===== src/rtl/fifo_sync_param.sv =====
// Parametrised single-clock FIFO with occupancy thresholds, sticky error flags
// and a selectable registered or first-word-fall-through read port.
module fifo_sync_param #(
  parameter int DATA_W   = 8,
  parameter int ADDR_W   = 3,
  parameter int AF_LEVEL = 6,
  parameter int AE_LEVEL = 2,
  parameter bit FWFT     = 1'b0
) (
  input  logic              clk,
  input  logic              rst_n,
  input  logic              wr_en,
  input  logic [DATA_W-1:0] data_in,
  output logic              full,
  output logic              almost_full,
  input  logic              rd_en,
  output logic [DATA_W-1:0] data_out,
  output logic              data_valid,
  output logic              empty,
  output logic              almost_empty,
  output logic              overflow,
  output logic              underflow,
  input  logic              clr_err,
  output logic [ADDR_W:0]   fifo_words
);

  localparam int DEPTH = 1 << ADDR_W;
  localparam logic [ADDR_W:0] DEPTH_C = DEPTH[ADDR_W:0];
  localparam logic [ADDR_W:0] AF_C    = AF_LEVEL[ADDR_W:0];
  localparam logic [ADDR_W:0] AE_C    = AE_LEVEL[ADDR_W:0];

  logic [DATA_W-1:0] mem [DEPTH];
  logic [ADDR_W-1:0] wr_ptr;
  logic [ADDR_W-1:0] rd_ptr;
  logic [ADDR_W:0]   count;
  logic              rd_acc;
  logic              wr_acc;

  // Status flags decode the registered count only, so they never glitch on inputs.
  assign full         = (count == DEPTH_C);
  assign empty        = (count == '0);
  assign almost_full  = (count >= AF_C);
  assign almost_empty = (count <= AE_C);
  assign fifo_words   = count;

  // A full FIFO still takes a write when the same cycle frees a slot; an empty
  // FIFO never forwards the incoming word to a same-cycle read.
  assign rd_acc = rd_en && !empty;
  assign wr_acc = wr_en && (!full || rd_acc);

  // NOTE: storage is deliberately left out of reset; pointers and count alone
  // define which words are live, and a resettable array would not map to RAM.
  always_ff @(posedge clk) begin
    if (wr_acc) begin
      mem[wr_ptr] <= data_in;
    end
  end

  // NOTE: every clocked process below uses non-blocking assignments so all
  // registers sample pre-edge values regardless of process ordering.
  always_ff @(posedge clk) begin
    if (!rst_n) begin
      wr_ptr <= '0;
      rd_ptr <= '0;
      count  <= '0;
    end else begin
      if (wr_acc) begin
        wr_ptr <= wr_ptr + 1'b1;
      end
      if (rd_acc) begin
        rd_ptr <= rd_ptr + 1'b1;
      end
      case ({wr_acc, rd_acc})
        2'b10:   count <= count + 1'b1;
        2'b01:   count <= count - 1'b1;
        default: count <= count;
      endcase
    end
  end

  // A fresh error outranks clr_err so an event in the clearing cycle is not lost.
  always_ff @(posedge clk) begin
    if (!rst_n) begin
      overflow  <= 1'b0;
      underflow <= 1'b0;
    end else begin
      if (wr_en && !wr_acc) begin
        overflow <= 1'b1;
      end else if (clr_err) begin
        overflow <= 1'b0;
      end
      if (rd_en && !rd_acc) begin
        underflow <= 1'b1;
      end else if (clr_err) begin
        underflow <= 1'b0;
      end
    end
  end

  generate
    if (FWFT) begin : g_fwft
      // Head word is shown continuously; rd_en only acknowledges it.
      assign data_out   = mem[rd_ptr];
      assign data_valid = !empty;
    end else begin : g_std
      logic [DATA_W-1:0] rd_data;
      logic              rd_valid;

      always_ff @(posedge clk) begin
        if (!rst_n) begin
          rd_data  <= '0;
          rd_valid <= 1'b0;
        end else begin
          rd_valid <= rd_acc;
          if (rd_acc) begin
            rd_data <= mem[rd_ptr];
          end
        end
      end

      assign data_out   = rd_data;
      assign data_valid = rd_valid;
    end
  endgenerate

endmodule


===== config.mk =====
export PLATFORM = sky130hd
export DESIGN_NAME = fifo_sync_param
export DESIGN_NICKNAME = d
export VERILOG_FILES = /design/src/rtl/fifo_sync_param.sv
export SDC_FILE = /design/constraint.sdc
export NUM_CORES = 1
export LEC_CHECK = 0
export CAP_MARGIN = 40
export CORE_UTILIZATION = 41
export CTS_CLUSTER_SIZE = 10
export DETAILED_ROUTE_END_ITERATION = 6
export GPL_TIMING_DRIVEN = 0
export PLACE_DENSITY = 0.71
export SYNTH_ARGS = -nofsm -noshare
export SYNTH_HDL_FRONTEND = slang
export SYNTH_SLANG_ARGS = --single-unit

===== constraint.sdc =====
create_clock -name clk -period 6.45 [get_ports clk]
set_input_delay 1.935 -clock clk [delete_from_list [all_inputs] [get_ports clk]]
set_output_delay 1.935 -clock clk [all_outputs]
set_load 0.05 [all_outputs]

# --- Word-level counts from Yosys, hierarchy flattened ---
# Memory sizes are Yosys's and may differ from the RTL's. A register that Yosys moved wholly into a read port is not among the register bits.
# Cells that the tools add are included.
word_totals:
  regBits: 13
  ram_bits: 64
  inputBits: 13
  output_inout_bits: 19
  wordCells: 36
  memories: 1
mem_list:
  columns: ["name", "words", "width", "read_ports", "rd_ports_with_merged_regs", "write_ports", "line", "text"]
  rows:
  - ["mem", 8, 8, 1, 1, 1, "32", "logic [DATA_W-1:0] mem [DEPTH];"]
classes:
  add_sub_neg: 4
  n_lt_le_gt_ge: 2
  n_eq_ne: 3
  muxes: 6
  n_reduce_logical: 14
ops:
  columns: ["operator", "n"]
  rows:
  - ["one-hot mux 4 bit (2 select lines)", 1]
  - ["adder 3 x 1 -> 3 bit, second input constant", 2]
  - ["nonzero test 2 bit", 3]
  - ["zero test 1 bit", 5]
  - ["2-to-1 mux 1 bit", 5]
  - ["adder 4 x 1 -> 4 bit, second input constant", 1]
  - ["equality test 4 bit, second input constant", 1]
  - [">= comparator 4 x 3 -> 1 bit, second input constant", 1]
  - ["less-or-equal comparator 4 x 2 -> 1 bit, second input constant", 1]
  - ["logical AND 1 bit", 4]
  - ["zero test 4 bit", 1]
  - ["subtractor 4 x 1 -> 4 bit, second input constant", 1]
  - ["equality test 2 x 1 -> 1 bit, second input constant", 1]
  - ["equality test 2 bit, second input constant", 1]
  - ["logical OR 1 bit", 1]

# --- Longest topological paths before layout ---
depth:
  depth_word: 8
  mapped_depth: 10
  mapped_depth_nobuf: 8

# --- Least setup slack after synthesis ---
# OpenSTA, ideal clock, no wires.
synth_timing:
  kind: "flip-flop to output port"
  from: "register count[1], in the netlist fifo_words[1]"
  to: "output port almost_empty"
  arrival_ns: 1.927
  required_time_ns: 4.515
  setup_slack_ns: 2.588
  path_stages_with_launch: 3
  n_path_buf: 1
  cell_sequence: "dfxtp_1 -> buf_4 -> a211oi_1"
synth_via:
  elab_chain_len: 1
synth_lines:
  columns: ["item", "line", "text"]
  rows:
  - ["start: declaration", "35", "logic [ADDR_W:0] count;"]
  - ["start signal: assignment", "74", "2'b10: count <= count + 1'b1;"]
  - ["start signal: assignment", "75", "2'b01: count <= count - 1'b1;"]
  - ["start signal: assignment", "76", "default: count <= count;"]
  - ["less-or-equal comparator 4 x 2 -> 1 bit", "43", "assign almost_empty = (count <= AE_C);"]
  - ["end: declaration", "20", "output logic almost_empty,"]
# Every way passes these cells.

# --- Worst setup path in the final report ---
layout_timing:
  from: "register count[1], in the netlist fifo_words[1]"
  to: "output port full"
layout_via:
  elab_chain_len: 1
layout_lines:
  columns: ["item", "line", "text"]
  rows:
  - ["equality test 4 bit", "40", "assign full = (count == DEPTH_C);"]
  - ["end: declaration", "14", "output logic full,"]
# Every way passes these cells.

==> impl_summary.log <==
INFO  metric dr_total_vias = approximately 2k
INFO  metric grt_pass1_vias = about 1.9k
INFO  metric synth.avg_cell_area = around 16 sq um
INFO  metric finalMaxSlewViolations = 0
INFO  metric timing.setup.critical_path_class = register to output pin
INFO  metric holdBufCountCts = 0
INFO  metric clock.fmax = about 0.24 GHz
INFO  metric grt.met3_usage = 3.38%
INFO  metric pwr_density_cell = roughly 420 mW/mm^2
INFO  metric postPlaceCellArea = ~0.004 sq mm
INFO  metric place.port_buffers = 30
INFO  metric critPathCaptureType = output pin
INFO  metric finalNetCount = about 290
INFO  metric syn_to_final_growth = 19.5%
INFO  metric timing.final.setup_violations = 0
INFO  metric clock_latency = ~350 ps
INFO  metric worst-endpoint-required = about 4500 ps
INFO  metric worst_hold_path_type = register to register
INFO  metric floorplan.die_area = around 0.0089 sq mm
INFO  metric clockRootBuffer = sky130_fd_sc_hd__clkbuf_8
INFO  metric outcome = complete, no violations
INFO  metric mappedNetlistNets = approximately 240
INFO  metric std_cell_rows = 33
INFO  metric use_met2 = 25.8%
INFO  metric grt_pass1_wl = approximately 10000 um
INFO  metric power.static_leakage = ~1.4 nW
INFO  metric cpPeakStageDelay = between 700 and 800 ps
INFO  metric synthTopCellsByArea = sky130_fd_sc_hd__edfxtp_1, sky130_fd_sc_hd__dfxtp_1, sky130_fd_sc_hd__mux4_2
INFO  metric first_iter_violations = 95
INFO  metric synth_warnings = 0
INFO  metric avgViaCountPerCell = 5.21
INFO  metric tritoncts_num_sinks = 85
INFO  metric grt_max_degree = 15
INFO  metric critical_path.cell_chain = buf_4 -> nor3_1 -> and2_1 -> clkdlybuf4s50_1
INFO  metric routed_wirelength = 6670 um
INFO  metric max-cap-violations = 0
INFO  metric post-cts-setup-buffer-count = 0
INFO  metric synth_largest_area_cell = sky130_fd_sc_hd__edfxtp_1
INFO  metric crit_path_max_fanout = 8
INFO  metric max-vdd-ir-drop = about 140 uV
INFO  metric grt_use_met1 = approximately 23%
INFO  metric grt_overflow = 0
INFO  metric final.setup_skew = about 9.4 ps
INFO  metric layout-drive-gt1-share = between 10% and 20%
INFO  metric postSynthRegisterBits = 85
INFO  metric die_height = approximately 94 um
INFO  metric dp.final_hpwl = ~4600 um
INFO  metric die_w = about 94 um
INFO  metric diodes = 0
INFO  metric synth.most_common_cell = sky130_fd_sc_hd__edfxtp_1
INFO  metric finalCritPeriodShare = 65.7%
INFO  metric worst-path-buf-inv = 2
INFO  metric post_synth_inst_count = between 200 and 250
INFO  metric timing_worst_slew_pin_value = just under 900 ps
INFO  metric finalNonFillerCells = between 300 and 400
INFO  metric netlist_top_cells_count = sky130_fd_sc_hd__edfxtp_1, sky130_fd_sc_hd__dfxtp_1, sky130_fd_sc_hd__nor2_1
INFO  metric maximum_root_to_sink_buffer_count = 2
INFO  metric effective_utilization_at_floorplan = 42.4%
INFO  metric fillers = between 700 and 800
INFO  metric first_pass_iters = 4
INFO  metric cts-resized-gates = 0
INFO  metric setup_repair_after_global_routing_missed_its_margin = false
INFO  metric worst_path_max_delay_cell = sky130_fd_sc_hd__clkdlybuf4s50_1
INFO  metric worst-endpoint-arrival = 2300 ps
INFO  metric final_hold_viols = 0
INFO  metric netlist.area_leader.share = between 50 and 60%
INFO  metric grt_antenna_before_repair = 0
INFO  metric cts_inserted_buffers = 9
INFO  metric multi_input_gate_area = approximately 0.0010 sq mm
INFO  metric synth_sequential_area_ratio = approximately two thirds
INFO  metric cp_top_family = buffers and inverters
INFO  metric clk_pin_slew = roughly 90 ps
INFO  metric seqCellArea = approximately 0.0023 sq mm
INFO  metric antenna_viol_nets_final = 0
INFO  metric grt_use_total = about 17%
INFO  metric timing.final.ws_setup = roughly 2200 ps
INFO  metric place.detailed.instances = about 360
INFO  metric gp_routability_congestion = slightly above 0.7
INFO  metric synth_edf_count = 64
INFO  metric synthArstFlopShare = 0%
INFO  metric yosysUniqueCellTypes = 37
INFO  metric syn-cell-area = roughly 0.0035 sq mm
INFO  metric synthFlopType = sky130_fd_sc_hd__edfxtp_1
INFO  metric placeableCoreArea = just over 0.008 sq mm
INFO  metric final_core_util = 50.7%
INFO  metric slew_headroom = 41.4%
INFO  metric pre_cts_ws = between 2000 and 2500 ps
INFO  metric number_of_placed_i_o_pins = 32
INFO  metric tritoncts = done
INFO  metric grt_busiest_layer = met2
INFO  metric totalNegativeSetupSlack = 0 ps
INFO  metric layout.cell_area.non_filler = roughly 0.0042 sq mm
INFO  metric post_layout_min_period = between 4000 and 5000 ps
INFO  metric worst_setup_path_start_kind = register
INFO  metric detail_route.drc_violations = 0
INFO  metric htree_levels = 3
INFO  metric average_wire_per_cell_in_the_routed_design = 17.7 um
==> worst paths after layout <==
| path | to | from | slack (ps) | depth (start not counted) |
|---|---|---|---|---|
| max | full | fifo_words[1] | 2210 | 4 |
| min | data_out[6] | data_out[6] | 550 | 2 |
| max reg2reg | fifo_words[3] | fifo_words[1] | 3980 | 10 |
| min reg2reg | data_out[6] | data_out[6] | 550 | 2 |
==> flip-flops by register name (all words and copies together), names as in the netlist <==
register    cells
mem            64
data_out        8
fifo_words      4
rd_ptr          3
wr_ptr          3
data_valid      1
overflow        1
underflow       1
==> layout make-up <==
type                    instances  area share [%]
clock buffers                  10            3.05
repair buffers                 37            8.31
multi-input cells             115            24.9
flip-flops and latches         85            55.9
plain buffers                  15            2.81
clock inverters                 6            1.52
well taps                     105            3.14
inverters                       4           0.359
==> where the power goes <==
part | total (W) | switching (W) | leakage [nW] | internal, W
Sequential | 0.000686 | 0.0000358 | 0.754 | 0.000651
Clock | 0.000363 | 0.000185 | 0.0939 | 0.000178
Combinational | 0.000719 | 0.000432 | 0.548 | 0.000287
==> cells by family (layout without fill, tap and decap cells) <==
group / count (synthesis) / after routing / share of synthesized area, %
DFF: 85 / 85 / 66.8
and+or+nand+nor: 45 / 45 / 6.39
AOI/OAI and AO/OA: 33 / 33 / 6.39
muxes: 25 / 25 / 12.9
buffers and inverters: 19 / 72 / 3.78
xor gates and xnor gates: 7 / 7 / 1.75
adders and majority gates: 5 / 5 / 2.00
==> placed cells by master, fill, tap and decap left out, types with 3 or more instances in the layout <==
cell,count
sky130_fd_sc_hd__clkbuf_1,5
sky130_fd_sc_hd__nor3_1,4
sky130_fd_sc_hd__clkdlybuf4s50_1,30
sky130_fd_sc_hd__nor2_1,17
sky130_fd_sc_hd__nand2_1,6
sky130_fd_sc_hd__xnor2_1,4
sky130_fd_sc_hd__ha_1,4
sky130_fd_sc_hd__dfxtp_1,21
sky130_fd_sc_hd__buf_4,9
sky130_fd_sc_hd__mux4_2,16
sky130_fd_sc_hd__edfxtp_1,64
sky130_fd_sc_hd__mux2i_1,9
sky130_fd_sc_hd__clkbuf_8,12
sky130_fd_sc_hd__nand4_1,3
sky130_fd_sc_hd__inv_1,4
sky130_fd_sc_hd__xor2_1,3
sky130_fd_sc_hd__o21ai_0,10
sky130_fd_sc_hd__a21oi_1,12
sky130_fd_sc_hd__nand2b_1,4
sky130_fd_sc_hd__buf_2,3
==> per-stage QoR <==
stage,power (W),hold WS [ps]
global placement,0.00140,525
detailed placement,0.00142,531
finish,0.00177,551
floorplan,0.00122,553
global route,0.00185,594
CTS,0.00178,549
==> per-layer routing <==
| layer | share of wire [%] | vias to the layer above |
|---|---|---|
| li1 | - | 938 |
| met1 | 47 | 975 |
| met2 | 47 | 42 |
| met3 | 3.7 | 11 |
| met5 | 0 | - |
| met4 | 2.0 | 0 |
==> tightest hold or removal path, cell delays in order (launching register included) <==
cell	delay, ps
sky130_fd_sc_hd__dfxtp_1	320
sky130_fd_sc_hd__o21ai_0	150
sky130_fd_sc_hd__a21oi_1	40
(Power assumes the default switching activity.)
